File: config.mk
export PLATFORM = sky130hd
export DESIGN_NAME = ps2_transmitter
export DESIGN_NICKNAME = d
export VERILOG_FILES = /design/src/rtl/ps2_pkg.sv /design/src/rtl/ps2_line_filter.sv /design/src/rtl/ps2_transmitter.sv
export SDC_FILE = /design/constraint.sdc
export NUM_CORES = 1
export LEC_CHECK = 0
export BUFFER_PORTS_ARGS = -buffer_cell sky130_fd_sc_hd__buf_4
export CAP_MARGIN = 30
export CORE_AREA = 4 4 114 62
export DETAILED_ROUTE_END_ITERATION = 7
export DIE_AREA = 0 0 118 66
export MAX_ROUTING_LAYER = met4
export PLACE_DENSITY = 0.65
export SYNTH_ARGS = -nofsm -noshare
export SYNTH_HDL_FRONTEND = slang
export SYNTH_SLANG_ARGS = --single-unit
File: constraint.sdc
create_clock -name clk -period 1.91 [get_ports clk]
set_clock_uncertainty 0.05 [all_clocks]
set_input_delay 0.0955 -clock clk [delete_from_list [all_inputs] [get_ports clk]]
set_output_delay 0.0955 -clock clk [all_outputs]
set_load 0.01 [all_outputs]
File: src/rtl/ps2_pkg.sv
// Shared types and timing defaults for the PS/2 host-side keyboard path.
`timescale 1ns/1ps
package ps2_pkg;
  typedef enum logic [2:0] {IDLE, INHIBIT, RELEASE, SHIFT, ACK, WAIT_IDLE} ps2_tx_state_e;

  localparam logic [3:0] IDX_PARITY = 4'd8;
  localparam logic [3:0] IDX_STOP   = 4'd9;

  // Defaults assume the 28.375 MHz CLK28 domain.
  localparam int DEF_INHIBIT_CYCLES = 2838;
  localparam int DEF_TIMEOUT_CYCLES = 425625;
  localparam int DEF_FILTER_LEN     = 8;

  function automatic logic odd_parity(input logic [7:0] d);
    return ~^d;
  endfunction
endpackage

File: src/rtl/ps2_line_filter.sv
// PS/2 line conditioning: 2-flop synchronizer, run-length glitch filter and
// a one-cycle pulse on each accepted 1->0 transition.
`timescale 1ns/1ps
module ps2_line_filter import ps2_pkg::*; #(
  parameter int FILTER_LEN = DEF_FILTER_LEN
) (
  input  logic clk,
  input  logic reset_n,
  input  logic pin,
  output logic level,
  output logic fall
);
  localparam int CW = $clog2(FILTER_LEN + 1);

  logic [1:0]    meta_q, meta_d;
  logic          level_q, level_d;
  logic          fall_q, fall_d;
  logic [CW-1:0] cnt_q, cnt_d;

  always_comb begin
    meta_d  = {meta_q[0], pin};
    level_d = level_q;
    cnt_d   = '0;
    // A new level is adopted only after FILTER_LEN consecutive disagreeing samples.
    if (meta_q[1] != level_q) begin
      if (cnt_q == CW'(FILTER_LEN - 1)) level_d = meta_q[1];
      else                              cnt_d   = cnt_q + 1'b1;
    end
    fall_d = level_q & ~level_d;
  end

  always_ff @(posedge clk or negedge reset_n) begin
    if (!reset_n) begin
      meta_q  <= 2'b11;
      level_q <= 1'b1;
      fall_q  <= 1'b0;
      cnt_q   <= '0;
    end else begin
      meta_q  <= meta_d;
      level_q <= level_d;
      fall_q  <= fall_d;
      cnt_q   <= cnt_d;
    end
  end

  assign level = level_q;
  assign fall  = fall_q;
endmodule

File: src/rtl/ps2_transmitter.sv
// Host-to-device PS/2 byte transmitter: inhibit, request-to-send, shift
// D0..D7/parity/stop on device clock falls, then check the device acknowledge.
`timescale 1ns/1ps
module ps2_transmitter import ps2_pkg::*; #(
  parameter int INHIBIT_CYCLES = DEF_INHIBIT_CYCLES,
  parameter int TIMEOUT_CYCLES = DEF_TIMEOUT_CYCLES,
  parameter int FILTER_LEN     = DEF_FILTER_LEN
) (
  input  logic       clk,
  input  logic       reset_n,
  input  logic [7:0] tx_data,
  input  logic       tx_start,
  input  logic       ps2_clk_in,
  input  logic       ps2_data_in,
  output logic       ps2_clk_oe,
  output logic       ps2_data_oe,
  output logic       busy,
  output logic       tx_done,
  output logic       tx_error
);
  localparam int MAXC = (TIMEOUT_CYCLES > INHIBIT_CYCLES) ? TIMEOUT_CYCLES : INHIBIT_CYCLES;
  localparam int CW   = $clog2(MAXC + 1);

  ps2_tx_state_e state_q, state_d;
  logic [CW-1:0] cnt_q, cnt_d;
  logic [3:0]    idx_q, idx_d;
  logic [7:0]    data_q, data_d;
  logic          par_q, par_d;
  logic          clk_oe_q, clk_oe_d, data_oe_q, data_oe_d;
  logic          busy_q, busy_d, done_q, done_d, err_q, err_d;
  logic [1:0]    dsync_q, dsync_d;
  logic          clk_level, clk_fall, dat;

  ps2_line_filter #(.FILTER_LEN(FILTER_LEN)) u_clk_filt (
    .clk(clk), .reset_n(reset_n), .pin(ps2_clk_in), .level(clk_level), .fall(clk_fall)
  );

  assign dat = dsync_q[1];

  always_comb begin
    dsync_d   = {dsync_q[0], ps2_data_in};
    state_d   = state_q;
    cnt_d     = cnt_q;
    idx_d     = idx_q;
    data_d    = data_q;
    par_d     = par_q;
    clk_oe_d  = clk_oe_q;
    data_oe_d = data_oe_q;
    busy_d    = busy_q;
    done_d    = 1'b0;
    err_d     = 1'b0;
    case (state_q)
      IDLE: begin
        cnt_d = '0;
        idx_d = '0;
        // A request coinciding with a completion pulse is dropped on purpose.
        if (tx_start && !done_q && !err_q) begin
          data_d   = tx_data;
          par_d    = odd_parity(tx_data);
          busy_d   = 1'b1;
          clk_oe_d = 1'b1;
          state_d  = INHIBIT;
        end
      end
      INHIBIT: begin
        if (cnt_q == CW'(INHIBIT_CYCLES - 1)) begin
          data_oe_d = 1'b1;
          cnt_d     = '0;
          state_d   = RELEASE;
        end else cnt_d = cnt_q + 1'b1;
      end
      RELEASE: begin
        clk_oe_d = 1'b0;
        cnt_d    = '0;
        idx_d    = '0;
        state_d  = SHIFT;
      end
      SHIFT: if (clk_fall) begin
        cnt_d = '0;
        idx_d = idx_q + 4'd1;
        if (idx_q == IDX_STOP) begin
          data_oe_d = 1'b0;
          idx_d     = idx_q;
          state_d   = ACK;
        end else if (idx_q == IDX_PARITY) data_oe_d = ~par_q;
        else                              data_oe_d = ~data_q[idx_q[2:0]];
      end
      ACK: if (clk_fall) begin
        cnt_d = '0;
        if (dat) begin
          err_d   = 1'b1;
          busy_d  = 1'b0;
          state_d = IDLE;
        end else state_d = WAIT_IDLE;
      end
      WAIT_IDLE: if (clk_level && dat) begin
        done_d  = 1'b1;
        busy_d  = 1'b0;
        state_d = IDLE;
      end
      default: state_d = IDLE;
    endcase

    // Watchdog on the device clock; every accepted fall restarts it.
    if ((state_q == SHIFT || state_q == ACK || state_q == WAIT_IDLE) && !clk_fall && !done_d) begin
      if (cnt_q == CW'(TIMEOUT_CYCLES - 1)) begin
        clk_oe_d  = 1'b0;
        data_oe_d = 1'b0;
        busy_d    = 1'b0;
        err_d     = 1'b1;
        cnt_d     = '0;
        state_d   = IDLE;
      end else cnt_d = cnt_q + 1'b1;
    end
  end

  always_ff @(posedge clk or negedge reset_n) begin
    if (!reset_n) begin
      state_q   <= IDLE;
      cnt_q     <= '0;
      idx_q     <= '0;
      data_q    <= '0;
      par_q     <= 1'b0;
      clk_oe_q  <= 1'b0;
      data_oe_q <= 1'b0;
      busy_q    <= 1'b0;
      done_q    <= 1'b0;
      err_q     <= 1'b0;
      dsync_q   <= 2'b11;
    end else begin
      state_q   <= state_d;
      cnt_q     <= cnt_d;
      idx_q     <= idx_d;
      data_q    <= data_d;
      par_q     <= par_d;
      clk_oe_q  <= clk_oe_d;
      data_oe_q <= data_oe_d;
      busy_q    <= busy_d;
      done_q    <= done_d;
      err_q     <= err_d;
      dsync_q   <= dsync_d;
    end
  end

  assign ps2_clk_oe  = clk_oe_q;
  assign ps2_data_oe = data_oe_q;
  assign busy        = busy_q;
  assign tx_done     = done_q;
  assign tx_error    = err_q;
endmodule

=== Yosys cells after proc, flatten, opt, wreduce, memory -nomap -nowiden ===
Cells that the tools add are included.

* Register bits: 50
* Logic and storage cells: 106
* Bits of input ports: 13
* Output and inout bits: 5

* Equal/unequal tests: 14
* Bitwise logic cells: 4
* Mux-type cells: 49
* $lt $le $gt $ge: 1
* Reduce and logical (&&, ||, !) cells: 20
* Add/subtract/negate cells: 3

{| class="wikitable"
|+ Operators by type and width
! operator !! number
|-
| two-way mux 19 bit || 4
|-
| one-hot mux 19 bit (3 select lines) || 1
|-
| two-way mux 3 bit || 9
|-
| two-way mux 1 bit || 25
|-
| adder 19 x 1 -> 19 bit, second input constant || 1
|-
| == test 19 x 12 -> 1 bit, second input constant || 1
|-
| == test 19 bit, second input constant || 1
|-
| one-hot mux 3 bit (6 select lines) || 1
|-
| two-way mux 4 bit || 4
|-
| adder 4 x 1 -> 4 bit, second input constant || 2
|-
| == test 4 bit, second input constant || 2
|-
| one-hot mux 4 bit (2 select lines) || 1
|-
| XNOR reduction 8 bit || 1
|-
| == test 3 x 2 -> 1 bit, second input constant || 2
|-
| == test 3 bit, second input constant || 2
|-
| logical AND 1 bit || 5
|-
| == test 4 x 3 -> 1 bit, second input constant || 1
|-
| logical NOT 1 bit || 4
|-
| < comparator 3 x 4 -> 1 bit, second input constant || 1
|-
| one-hot mux 1 bit (2 select lines) || 2
|-
| AND reduction 2 bit || 2
|-
| nonzero test 4 bit || 1
|-
| OR reduction 2 bit || 2
|-
| binary-select mux 1 bit (select 3 bit) || 1
|-
| 12 further kinds || 15
|}

=== Longest topological paths before layout ===
* Depth after elaboration: 9
* Mapped depth: 8
* Depth with buffers taken out: 7

=== Hierarchy ===
Synthesis repeated with hierarchy kept, for this count alone.

* Cell total of the unflattened synthesis: 271
* Area total of the unflattened synthesis: 2703.8 µm²

{| class="wikitable"
|+ Modules (own cells, without submodules)
! module !! sequential area each (µm²) !! cells an instance !! area an instance (µm²) !! instances
|-
| ps2_transmitter || 1053.5 || 250 || 2392.3 || 1
|-
| ps2_line_filter || 203.9 || 21 || 311.5 || 1
|}

=== Worst setup path after synthesis ===
No wires, ideal clock.

* Path type: register to register
* From: register idx_q[1]
* To: register idx_q[2]
* Cell stages (with the launch flop): 9
* Setup time: 0.126 ns
* Buffers on the path: 1
* Slack: -0.070 ns
* Data required time: 1.734 ns
* Clock period less this slack: 1.980 ns
* Data arrival time: 1.805 ns
* Path through: dfrtp_1 > inv_1 > ha_1 > and3b_1 > or3_1 > clkbuf_1 > or3b_1 > xor2_1 > nor2_1

* Longest elaborated chain between the ends: 4
* Elaborated cells on any way between the ends: 7
* Those cells by class: add/sub: 1; eq/ne: 2; mux: 3; reduce/logical: 1

{| class="wikitable"
|+ Ends and longest elaborated chain
! what !! RTL line !! RTL
|-
| start: declaration || ps2_transmitter.sv:26 || <nowiki>logic [3:0] idx_q, idx_d;</nowiki>
|-
| start signal: assignment || ps2_transmitter.sv:133 || <nowiki>idx_q <= idx_d;</nowiki>
|-
| adder 4 x 1 -> 4 bit || ps2_transmitter.sv:80 || <nowiki>idx_d = idx_q + 4'd1;</nowiki>
|-
| two-way mux 4 bit || ps2_transmitter.sv:81 || <nowiki>if (idx_q == IDX_STOP) begin</nowiki>
|-
| two-way mux 4 bit || ps2_transmitter.sv:78 || <nowiki>SHIFT: if (clk_fall) begin</nowiki>
|-
| one-hot mux 4 bit (2 select lines) || ps2_transmitter.sv:52 || <nowiki>case (state_q)</nowiki>
|}

Parallel ways exist; a longest one is shown, timed or not. The select of a mux whose other input is x is not followed.
A chain may end at the register's enable or synchronous reset.

=== Final worst setup path ===
* From: register cnt_q[12]
* To: register cnt_q[11]

* Longest elaborated chain between the ends: 4
* Elaborated cells on any way between the ends: 6
* Those cells by class: eq/ne: 2; mux: 4

{| class="wikitable"
|+ Ends and longest elaborated chain
! what !! RTL line !! RTL
|-
| start: declaration || ps2_transmitter.sv:25 || <nowiki>logic [CW-1:0] cnt_q, cnt_d;</nowiki>
|-
| start signal: assignment || ps2_transmitter.sv:132 || <nowiki>cnt_q <= cnt_d;</nowiki>
|-
| == test 19 x 12 -> 1 bit || ps2_transmitter.sv:66 || <nowiki>if (cnt_q == CW'(INHIBIT_CYCLES - 1)) begin</nowiki>
|-
| two-way mux 19 bit || ps2_transmitter.sv:66 ||
|-
| one-hot mux 19 bit (3 select lines) || ps2_transmitter.sv:52 ||
|-
| two-way mux 19 bit * || ps2_transmitter.sv:105 || <nowiki>if ((state_q == SHIFT || state_q == ACK || state_q == WAIT_IDLE) && !clk_fall && !done_d) begin</nowiki>
|}

Mark *: on every way between the ends. The rest lies on a longest branch, timed or not.

==> qor.yml <==
status:
  outcome: "complete, but fails checks"
  violations: "setup timing"
sta:
  finalCritPeriodShare_pct: 105.7
  max_freq_mhz: 495.3
  worstMarginPinSlew_ps: 621.0
  finalSetupViolCount: 19
  hold_violations: 0
  maxSlewHeadroom_pct: 58.60
  rsz0062_at_grt: "yes"
  worst_slack_ps: -109.2
  finalMaxSlewViolations: 0
  whs_ps: 5.594
  fin_crit_ps: 2019
floorplan:
  die_x_um: 118
  rows: 20
  io_pins: 18
  die_height_um: 66
  fp.dieArea_um2: 7788
  core_um2: 5956
  initial_utilization_pct: 44.24
final_layout:
  area_growth_pct: 32.38
  nets: 335
  n_antenna_cell: 0
  drive_above_1_share_pct: 34.49
  instances_no_fill: 393
routing:
  drc: 0
  avgViaCountPerCell: 5.410
  postRouteAntennaNets: 0
  wirelength_um: 5923
  first_pass_iters: 4
  drt-wirelength-per-cell_um: 15.07
  drt_iter0_markers: 139
  vias: 2126
global_routing:
  overflow: 0
  grt.busiest_layer: "met2"
  track_usage_pct: 16.78
  use_met1_pct: 22.41
  grt_max_degree: 51
  grt_pass1_vias: 2185
  grt_pass1_wl_um: 10320
  grtUsageMet3_pct: 3.590
  grtUsageMet2_pct: 26.30
  grt_antenna_before_repair: 0
yosys:
  syn-mean-instance-area_um2: 10.58
  synth-edff-count: 0
  synthArstFlopShare_pct: 100.0
  seq_area_frac_synth_pct: 47.72
  syn_inst: 249
  synthesis.nets: 269
  yosysMostFrequentCell: "dfrtp_1"
  ys_top_cells_by_count: "dfrtp_1, nor2_1, xor2_1"
  syn_area_um2: 2635
  yosysWarningCount: 0
  yosysTopAreaCellShare_pct: 42.74
  ys_types: 53
  ys_ff_latch: 50
  synthFlopType: "dfrtp_1"
  ys_top_cells_by_area: "dfrtp_1, dfstp_2, xor2_1"
  yosysTopAreaCell: "dfrtp_1"
worst_setup_path:
  reg2reg_slack_ps: -110
  critPathCapture: "cnt_q[11]"
  crit_start: "cnt_q[12]"
  crit_arrival_ps: 2140
  endpoint_kind: "register"
  crit_fanout: 8
  r2r_end: "cnt_q[11]"
  required_ps: 2030
  path_class: "register to register"
  timing.rr.start: "cnt_q[12]"
  start_kind: "register"
  worst-r2r-cell-count: 6
cts:
  clk_latency_ps: 290
  clkTransAtPathRegs_ps: 70
  cts_tree: "yes"
  clock_sinks: 50
  ctsLongestPathBuffers: 2
  ctsRootBufferMaster: "clkbuf_16"
  h-tree-depth: 2
  cts_buffers: 5
placement:
  portBuffers: 17
  hpwl_um: 4173
  dp_slack_ps: -82.74
  place_congestion: 0.8842
  dp.cells: 376
power_and_ir_drop:
  p_int_mw: 1.864
  sequentialPowerShare_pct: 48.2
  p_leak_nw: 1.604
  p_per_area_nw_per_um2: 683.0
  power_switching_share_pct: 21.76
  peakVddDrop_mv: 0.3202
  power_frac_comb_pct: 8.0
  pwr-share-clk_pct: 43.8
  p_switching_uw: 518.4
worst_hold_path:
  hold_path_class: "primary input to register"
flow_run:
  max-cap-violations: 0
[cells in the final DEF, fill, tap and decap left out, types with 6 or more instances in the layout]
cell type	count
dlygate4sd3_1	7
nor2_2	10
nand2_1	13
ha_1	6
nand4_1	6
xnor2_1	11
dfrtp_1	44
a21oi_1	7
nand3_1	12
nor3_1	7
nor2_1	18
buf_4	57
inv_1	8
xor2_1	15
clkbuf_16	6
mux2_2	10
[power by group through the flow]
| stage | clock network, mW | logic (mW) | registers, mW |
|---|---|---|---|
| 6_report | 1.04 | 0.189 | 1.15 |
| 5_1_grt | 1.12 | 0.216 | 1.16 |
| 4_1_cts | 1.07 | 0.192 | 1.15 |
| 3_5_place_dp | 0 | 0.180 | 1.17 |
| 3_3_place_gp | 0 | 0.170 | 1.17 |
| 2_1_floorplan | 0 | 0.132 | 1.14 |
[per-stage QoR]
step | area, um2 | TNS, ps | power (mW) | utilization (%)
final | 3488 | -1416 | 2.382 | 58.57
after global routing | 3488 | -3045 | 2.494 | 58.57
after CTS | 3411 | -620.5 | 2.409 | 57.27
after detailed placement | 3153 | -1096 | 1.348 | 52.94
after global placement | 3153 | -610.2 | 1.336 | 52.94
after floorplan | 2658 | -513.1 | 1.276 | -
[cell type report]
type	instances	area (um2)
fill	501	2467
multi-input combinational	182	1368
sequential	50	1259
timing repair buffer	67	554.3
clock buffer	6	138.9
tap	77	96.34
clock inverter	2	38.79
inverter	9	33.78
[layer usage]
metal,routed length (um),part of all wire (%)
met1,2878,49
met5,0,0
met2,2736,46
met4,92,1.6
met3,215,3.6
[timing repair]
item                                    CTS  global route
setup buffers                             0             1
cloned                                    0             1
endpoints found under the hold margin    50             1
endpoints found under the setup margin   18            27
pin swaps                                 2             6
gates resized for setup                   4             7
hold buffers                              6             1
[critical path: stages (launching register included)]
cell and delay (ps):
dfrtp_1 380, or4b_4 550, nor3_4 240, a2bb2oi_2 110, nor3_4 320, clkbuf_16 230, nor2_2 30
[logic make-up after synthesis]
family	synth area share [%]
adder cells (fa/ha/maj)	3.324
buffers and inverters	2.754
multiplexers	6.410
flip-flops	47.72
XOR/XNOR	8.642
AO/OA/AOI/OAI	9.118
AND/OR/NAND/NOR	22.03
[state kept, by name (all words and copies together) (netlist names)]
| register | flops |
|---|---|
| u_clk_filt.meta_q | 2 |
| tx_done | 1 |
| u_clk_filt.cnt_q | 4 |
| u_clk_filt.fall | 1 |
| u_clk_filt.level | 1 |
| dsync_q | 2 |
| tx_error | 1 |
| cnt_q | 19 |
| ps2_data_oe | 1 |
| data_q | 8 |
| state_q | 3 |
| idx_q | 4 |
| par_q | 1 |
| ps2_clk_oe | 1 |
| busy | 1 |
[worst min-delay path by stage]
stage                     from   endpoint  slack [ps]  cells past startpoint
floorplan              reset_n       busy        -250                      0
CTS                 tx_data[1]  data_q[1]         0.5                      2
global placement       reset_n   cnt_q[4]         100                      1
detailed placement     reset_n   cnt_q[6]         110                      1
global route        tx_data[2]  data_q[2]           3                      2
finish              tx_data[1]  data_q[1]           6                      2
(Power assumes the default switching activity.)
